--- src/rtl/ble_pkg.sv ---
// Shared BLE definitions: RX de-whitener FSM states, whitening LFSR geometry,
// packet-format constants and the LFSR next-state function (also used by TX).
package ble_pkg;

  localparam int unsigned LFSR_W        = 7;
  localparam int unsigned DWH_POLY_TAP  = 4;
  localparam int unsigned BLE_CRC_BYTES = 3;
  localparam int unsigned BLE_MAX_LEN   = 255;

  typedef enum logic [2:0] {
    S_IDLE    = 3'd0,
    S_HDR0    = 3'd1,
    S_HDR1    = 3'd2,
    S_PAYLOAD = 3'd3,
    S_CRC     = 3'd4,
    S_DONE    = 3'd5
  } rx_dwh_state_t;

  // x^7+x^4+1: rotate left, the feedback bit also folds into the tap position.
  function automatic logic [LFSR_W-1:0] dwh_lfsr_next(input logic [LFSR_W-1:0] c);
    logic [LFSR_W-1:0] n;
    n               = {c[LFSR_W-2:0], c[LFSR_W-1]};
    n[DWH_POLY_TAP] = c[DWH_POLY_TAP-1] ^ c[LFSR_W-1];
    return n;
  endfunction

endpackage

--- src/rtl/ble_bit2byte.sv ---
// Serial-to-byte packer: LSB-first shift register with 3-bit bit counter.
// byte_cmpl/byte_nxt expose the completing byte combinationally so the
// parent FSM can act on the same edge that registers rx_byte.
module ble_bit2byte (
  input  logic       pka_1or2m_gclk,
  input  logic       r_rx_rst_n,
  input  logic       clr,
  input  logic       bit_vld,
  input  logic       bit_in,
  output logic       byte_cmpl,
  output logic [7:0] byte_nxt,
  output logic [7:0] rx_byte,
  output logic       rx_byte_vld
);

  logic [2:0] bit_cnt;
  logic [7:0] shreg;

  assign byte_nxt  = {bit_in, shreg[7:1]};
  assign byte_cmpl = bit_vld && (bit_cnt == 3'd7);

  // Shift bits in, emit a one-cycle byte strobe on every eighth bit.
  always_ff @(posedge pka_1or2m_gclk or negedge r_rx_rst_n) begin
    if (!r_rx_rst_n) begin
      bit_cnt     <= '0;
      shreg       <= '0;
      rx_byte     <= '0;
      rx_byte_vld <= 1'b0;
    end else if (clr) begin
      bit_cnt     <= '0;
      shreg       <= '0;
      rx_byte_vld <= 1'b0;
    end else begin
      rx_byte_vld <= 1'b0;
      if (bit_vld) begin
        shreg   <= byte_nxt;
        bit_cnt <= bit_cnt + 3'd1;
      end
      if (byte_cmpl) begin
        rx_byte     <= byte_nxt;
        rx_byte_vld <= 1'b1;
      end
    end
  end

endmodule

--- src/rtl/ble_rx_dewhitener.sv ---
// BLE RX de-whitener: x^7+x^4+1 de-whitening of the post-access-address bit
// stream, byte packing, PDU length capture and payload/CRC byte accounting.
// Optional macro BLE_RX_DWH_BYPASS_EN adds dwh_bypass for unwhitened DTM
// packets (bits pass through, LFSR holds).
module ble_rx_dewhitener
  import ble_pkg::*;
#(
  parameter int unsigned MAX_LEN   = BLE_MAX_LEN,
  parameter int unsigned CRC_BYTES = BLE_CRC_BYTES
) (
  input  logic              pka_1or2m_gclk,
  input  logic              r_rx_rst_n,
  input  logic              fsm_dwh_init,
  input  logic              fsm_switch_dwh,
  input  logic              vld_data_rx,
  input  logic              r_data,
  input  logic [LFSR_W-1:0] ble_dwh_init,
`ifdef BLE_RX_DWH_BYPASS_EN
  input  logic              dwh_bypass,
`endif
  output logic [LFSR_W-1:0] r_dwh_lfsr,
  output logic              s_data,
  output logic              s_data_vld,
  output logic [7:0]        rx_byte,
  output logic              rx_byte_vld,
  output logic [7:0]        pdu_len,
  output logic              pdu_len_vld,
  output logic              rx_done,
  output logic              len_err
);

  rx_dwh_state_t state;
  logic [7:0]    byte_cnt;
  logic          consume_st;
  logic          bit_step;
  logic          bypass_on;
  logic          dwh_bit;
  logic          byte_cmpl;
  logic [7:0]    byte_nxt;
  logic          len_over;
  logic          pay_last;
  logic          crc_last;

`ifdef BLE_RX_DWH_BYPASS_EN
  assign bypass_on = dwh_bypass;
`else
  assign bypass_on = 1'b0;
`endif

  assign consume_st = (state == S_HDR0) || (state == S_HDR1) ||
                      (state == S_PAYLOAD) || (state == S_CRC);
  assign bit_step   = fsm_switch_dwh && vld_data_rx && consume_st && !fsm_dwh_init;
  assign dwh_bit    = bypass_on ? r_data : (r_dwh_lfsr[LFSR_W-1] ^ r_data);
  assign len_over   = 32'(byte_nxt) > MAX_LEN;
  assign pay_last   = (byte_cnt == pdu_len - 8'd1);
  assign crc_last   = (byte_cnt == 8'(CRC_BYTES - 1));

  // De-whitening bit path: LFSR advance and registered output bit.
  always_ff @(posedge pka_1or2m_gclk or negedge r_rx_rst_n) begin
    if (!r_rx_rst_n) begin
      r_dwh_lfsr <= '0;
      s_data     <= 1'b0;
      s_data_vld <= 1'b0;
    end else if (fsm_dwh_init) begin
      r_dwh_lfsr <= ble_dwh_init;
      s_data_vld <= 1'b0;
    end else begin
      s_data_vld <= bit_step;
      if (bit_step) begin
        s_data <= dwh_bit;
        if (!bypass_on) r_dwh_lfsr <= dwh_lfsr_next(r_dwh_lfsr);
      end
    end
  end

  ble_bit2byte u_bit2byte (
    .pka_1or2m_gclk (pka_1or2m_gclk),
    .r_rx_rst_n     (r_rx_rst_n),
    .clr            (fsm_dwh_init),
    .bit_vld        (bit_step),
    .bit_in         (dwh_bit),
    .byte_cmpl      (byte_cmpl),
    .byte_nxt       (byte_nxt),
    .rx_byte        (rx_byte),
    .rx_byte_vld    (rx_byte_vld)
  );

  // Packet FSM stepped on byte completion (combinational strobe), so status
  // outputs land in the same cycle as the corresponding rx_byte_vld.
  always_ff @(posedge pka_1or2m_gclk or negedge r_rx_rst_n) begin
    if (!r_rx_rst_n) begin
      state       <= S_IDLE;
      byte_cnt    <= '0;
      pdu_len     <= '0;
      pdu_len_vld <= 1'b0;
      rx_done     <= 1'b0;
      len_err     <= 1'b0;
    end else if (fsm_dwh_init) begin
      state       <= S_HDR0;
      byte_cnt    <= '0;
      pdu_len     <= '0;
      pdu_len_vld <= 1'b0;
      rx_done     <= 1'b0;
      len_err     <= 1'b0;
    end else begin
      rx_done <= 1'b0;
      if (byte_cmpl) begin
        unique case (state)
          S_HDR0: state <= S_HDR1;
          S_HDR1: begin
            pdu_len     <= byte_nxt;
            pdu_len_vld <= 1'b1;
            byte_cnt    <= '0;
            if (len_over) begin
              len_err <= 1'b1;
              rx_done <= 1'b1;
              state   <= S_DONE;
            end else if (byte_nxt == 8'd0) begin
              state <= S_CRC;
            end else begin
              state <= S_PAYLOAD;
            end
          end
          S_PAYLOAD: begin
            if (pay_last) begin
              byte_cnt <= '0;
              state    <= S_CRC;
            end else begin
              byte_cnt <= byte_cnt + 8'd1;
            end
          end
          S_CRC: begin
            if (crc_last) begin
              rx_done <= 1'b1;
              state   <= S_DONE;
            end else begin
              byte_cnt <= byte_cnt + 8'd1;
            end
          end
          default: ;
        endcase
      end
    end
  end

endmodule

--- config.mk ---
export PLATFORM = sky130hd
export DESIGN_NAME = ble_rx_dewhitener
export DESIGN_NICKNAME = d
export VERILOG_FILES = /design/src/rtl/ble_pkg.sv /design/src/rtl/ble_bit2byte.sv /design/src/rtl/ble_rx_dewhitener.sv
export SDC_FILE = /design/constraint.sdc
export NUM_CORES = 1
export LEC_CHECK = 0
export BUFFER_PORTS_ARGS = -buffer_cell sky130_fd_sc_hd__buf_2
export CORE_ASPECT_RATIO = 1.4
export CORE_MARGIN = 4
export CORE_UTILIZATION = 36
export DETAILED_ROUTE_END_ITERATION = 10
export PLACE_DENSITY = 0.54
export SYNTH_ARGS = -nofsm -noshare
export SYNTH_HDL_FRONTEND = slang
export SYNTH_SLANG_ARGS = --single-unit
--- constraint.sdc ---
create_clock -name pka_1or2m_gclk -period 5.4 [get_ports pka_1or2m_gclk]
set_input_delay 0.81 -clock pka_1or2m_gclk [delete_from_list [all_inputs] [get_ports pka_1or2m_gclk]]
set_output_delay 0.81 -clock pka_1or2m_gclk [all_outputs]
set_load 0.02 [all_outputs]
==> results summary <==
The switching part of the total is 24.66%. The worst setup path is captured at a register. On the worst path, the slowest cell contributes a delay of 0.67 ns. The global-route usage over all layers came out at 13.84%. Setup repair after global routing left no endpoint under its margin. The critical path start-end classification is input pin to register.

The number of instances resized during post-cts repair came out at 0. The die outline width came out at 79.27 um. The number of flip-flops and latches in the synthesized netlist is 49. The register area share after synthesis came out at 47.90%. The max-cap check violation count came out at 0.

The half-perimeter wire length after placement came out at 3838 um. The routed length per instance came out at 13.96 um. Internal power comes to 0.0004970 W. The hold violation count in the final report came out at 0. The post-CTS setup-driven buffer insertion count is 0. For the worst setup path, the data required time is 5.56 ns. The residual overflow from global routing came out at 0. The slowest stage of the critical path is the or3_1 cell. The number of vias after detailed routing came out at 1954. The largest net degree at the start of global routing is 50. The number of diodes is 0.

In the routed design, unresolved DRC markers number 0. The later pin in the worst-skew pair is clocked with a latency of 0.29 ns. The count of filler cells inserted in the layout came out at 724. For this configuration, the core starts out at a cell density of 36.90%.

The standard-cell row count is 36. The post-layout net count is 313. The final critical-path setup slack came out at 2.918 ns. The count of hold buffers inserted by post-cts repair is 0. The highest net fanout along the worst path came out at 42. The buffer and inverter count on the worst path is 1. The floorplan step set the die height to 107.8 um. The buffer depth of the longest clock path is 2. The maximum clock frequency came out at 0.4029 GHz. In this run, flip-flops and latches consume 58.2% of the power.

The die area came out at 8543 sq um. Summed over all layers, the routed wires come to 5446 um. The run finished with clean final reports. The per-instance average area after synthesis came out at 9.771 sq um.

The share of post-route cells with drive strength above 1 came out at 20.00%. The power density over cell area came out at 227.5 nW/um^2. The post-detailed-route count of antenna-violating nets is 0.

The power share of the combinational group is 8.7%. The number of global-route vias before repair was 1959. The number of DRC violations after detailed-routing iteration 0 is 84. The via-per-instance ratio came out at 5.010. In this run the tool buffered the top-level ports with 40 buffer cells. At the pin with the least slew margin, the transition time is 0.7768 ns. The summed negative setup slack over all endpoints came out at 0 ns. Yosys printed 0 warnings. After clock tree synthesis, the clock-pin slew on the worst setup and hold paths is 0.09 ns. Clock skew on the completed layout was measured at 0.008396 ns. The number of buffers created by CTS is 5.

The synthesized area came out at 2560 sq um. The worst IR drop on VDD came out at 0.1613 mV. The count of final max-slew check failures is 0. STA classifies the critical path startpoint as an input pin.

The total nets after synthesis came out at 280. Headroom to the max-slew limit came out at 48.21%. The minimum setup slack after placement is 2.602 ns. The cell family contributing the most delay on the critical path is simple AND/OR/NAND/NOR gates. The floorplan step defined a core boundary enclosing 6937 sq um. The shortest clock period the worst path allows after layout is 2.482 ns. The number of antenna violations at the first check in global routing came to 0. The clock network power share is 33.1%. The count of clock tree sinks came out at 49. The number of different library cells in the post-synthesis netlist came out at 40. The leakage dissipation came out at 1.395 nW.

The count of mapped cells out of synthesis came out at 262. The number of levels in the clock H-tree is 2. The setup-violating endpoint count in the final report came out at 0.

The number of iterations in the first detailed-routing pass came out at 4. Routability-driven placement finished with a final weighted congestion of 0.7607. The final clock period utilization by the worst path came out at 45.97%. The critical path goes through buf_2 -> nand4b_1 -> or3_1 -> mux2i_1 -> nor2_1.

The cell at the root of the clock tree is clkbuf_8. TritonCTS built the clock tree. The global-route wire length before repair came out at 9404 um. The top-level I/O count is 42. Summed over all nets, the switching power comes to 0.0001626 W.

The area added between synthesis and finish came out at 13.25%. In this run the worst hold path is classified as register to register. The data arrival time of the critical path is 2.64 ns.
per-stage QoR:
| step | instance area (sq um) | power, W | instances | hold slack [ns] | util (%) |
|---|---|---|---|---|---|
| 2_1_floorplan | 2560 | 0.0004239 | 262 | 0.5061 | - |
| 3_3_place_gp | 2813 | 0.0004497 | 383 | 0.4594 | 40.55 |
| 3_5_place_dp | 2813 | 0.0004508 | 383 | 0.4711 | 40.55 |
| 4_1_cts | 2899 | 0.0006724 | 390 | 0.4919 | 41.79 |
| 5_1_grt | 2899 | 0.0006943 | 390 | 0.5083 | 41.79 |
| 6_report | 2899 | 0.0006596 | 390 | 0.4812 | 41.79 |
tightest hold or removal path: cells and delay by family, from the launching register on:
| kind | cells | cell delay, ns |
|---|---|---|
| flip-flops | 1 | 0.35 |
| AO/OA/AOI/OAI | 1 | 0.06 |
| AND/OR/NAND/NOR | 1 | 0.04 |
kinds of logic (layout without fill, tap and decap cells):
group	count (synthesis)	after routing	share of synthesized area [%]
other	1	1	0.1465
DFF	49	49	47.90
and+or+nand+nor	96	96	19.06
adders and majority gates	5	5	2.444
xor gates and xnor gates	16	16	5.474
buffers and inverters	22	55	3.910
AOI/OAI and AO/OA	54	54	13.34
muxes	19	19	7.722
power groups by stage:
stage	Combinational, W	Clock [W]	Sequential [W]
2_1_floorplan	0.0000248	0	0.000399
3_3_place_gp	0.0000586	0	0.000391
3_5_place_dp	0.0000596	0	0.000391
4_1_cts	0.0000596	0.000229	0.000384
5_1_grt	0.0000657	0.000243	0.000385
6_report	0.0000577	0.000218	0.000384
path summary, 6_finish.rpt:
check                      cells after the start                     end  slack, ns                   from
max in group asynchronous                      2                state[1]       4.38             r_rx_rst_n
min in group asynchronous                      2  u_bit2byte.rx_byte_vld       0.60             r_rx_rst_n
min                                            2   u_bit2byte.rx_byte[0]       0.48  u_bit2byte.rx_byte[0]
max                                            5              pdu_len[2]       2.92           fsm_dwh_init
max reg2reg                                    9             byte_cnt[7]       3.01             pdu_len[0]
min reg2reg                                    2   u_bit2byte.rx_byte[0]       0.48  u_bit2byte.rx_byte[0]
registers in the layout, summed over array words and instances, names as in the netlist:
name / cells
byte_cnt: 8
pdu_len: 8
pdu_len_vld: 1
r_dwh_lfsr: 7
rx_done: 1
s_data: 1
s_data_vld: 1
state: 3
u_bit2byte.bit_cnt: 3
u_bit2byte.rx_byte: 8
u_bit2byte.rx_byte_vld: 1
u_bit2byte.shreg: 7
metal layers:
| layer | global-route usage (%) | vias up | share of wire (%) | wire (um) |
|---|---|---|---|---|
| li1 | - | 970 | - | - |
| met1 | 17.84 | 944 | 45 | 2468 |
| met2 | 22.83 | 36 | 49 | 2694 |
| met3 | 2.931 | 4 | 3.9 | 213 |
| met4 | 4.791 | 0 | 1.3 | 69 |
| met5 | 0 | - | 0 | 0 |
layout by cell type, fill, tap and decap left out:
master / synthesis / routed
a2111oi_2: 1 / 1
buf_4: 1 / 1
nor4_4: 1 / 1
xor2_1: 7 / 7
nor3_1: 6 / 6
a21oi_1: 16 / 16
o2bb2ai_1: 1 / 1
inv_1: 7 / 7
nor4_2: 1 / 1
clkbuf_1: 8 / 1
o21ai_0: 17 / 17
nand4b_1: 1 / 1
a31oi_1: 2 / 2
o21ai_1: 4 / 4
nand3_1: 5 / 5
buf_2: 4 / 40
a41oi_1: 1 / 1
or4b_1: 1 / 1
ha_1: 5 / 5
mux2i_1: 13 / 13
or3_1: 1 / 1
mux2_2: 6 / 6
nor2_1: 25 / 25
nand2b_1: 5 / 5
a211oi_1: 8 / 8
and3_1: 5 / 5
conb_1: 1 / 1
xnor2_1: 9 / 9
o211ai_1: 1 / 1
dfrtp_1: 49 / 49
o21bai_1: 1 / 1
a21oi_2: 1 / 1
nand3b_1: 4 / 4
and4b_1: 2 / 2
nor2_8: 1 / 1
nor4_1: 2 / 2
nand2_1: 36 / 36
a2111oi_4: 1 / 1
clkbuf_8: 0 / 6
cell type report:
type	count	area (sq um)	share of cell area, %
multi-input cells	191	1234	42.55
flip-flops and latches	49	1226	42.30
repair buffers	41	207.7	7.164
well taps	95	118.9	4.100
clock buffers	7	86.33	2.978
inverters	7	26.28	0.9063
synthesized netlist by cell type (all sizes together):
library cell,number,area (sq um)
buf,6,38.79
conb,1,3.750
o2bb2ai,1,8.760
xnor2,9,78.83
and3,5,31.28
or4b,1,10.01
inv,7,26.28
nor3,6,30.03
a41oi,1,8.760
nand4b,1,8.760
nor2,26,113.9
or3,1,6.260
nand2,36,135.1
a2111oi,2,42.54
mux2i,13,130.1
nand2b,5,31.28
a211oi,8,60.06
xor2,7,61.31
a31oi,2,12.51
o211ai,1,7.510
mux2,6,67.56
o21bai,1,7.510
and4b,2,20.02
a21oi,17,88.84
o21ai,21,105.1
nand3,5,25.02
ha,5,62.56
nor4,4,46.29
nand3b,4,30.03
clkbuf,9,35.03
dfrtp,49,1226
Power figures use the tool's default switching activity.
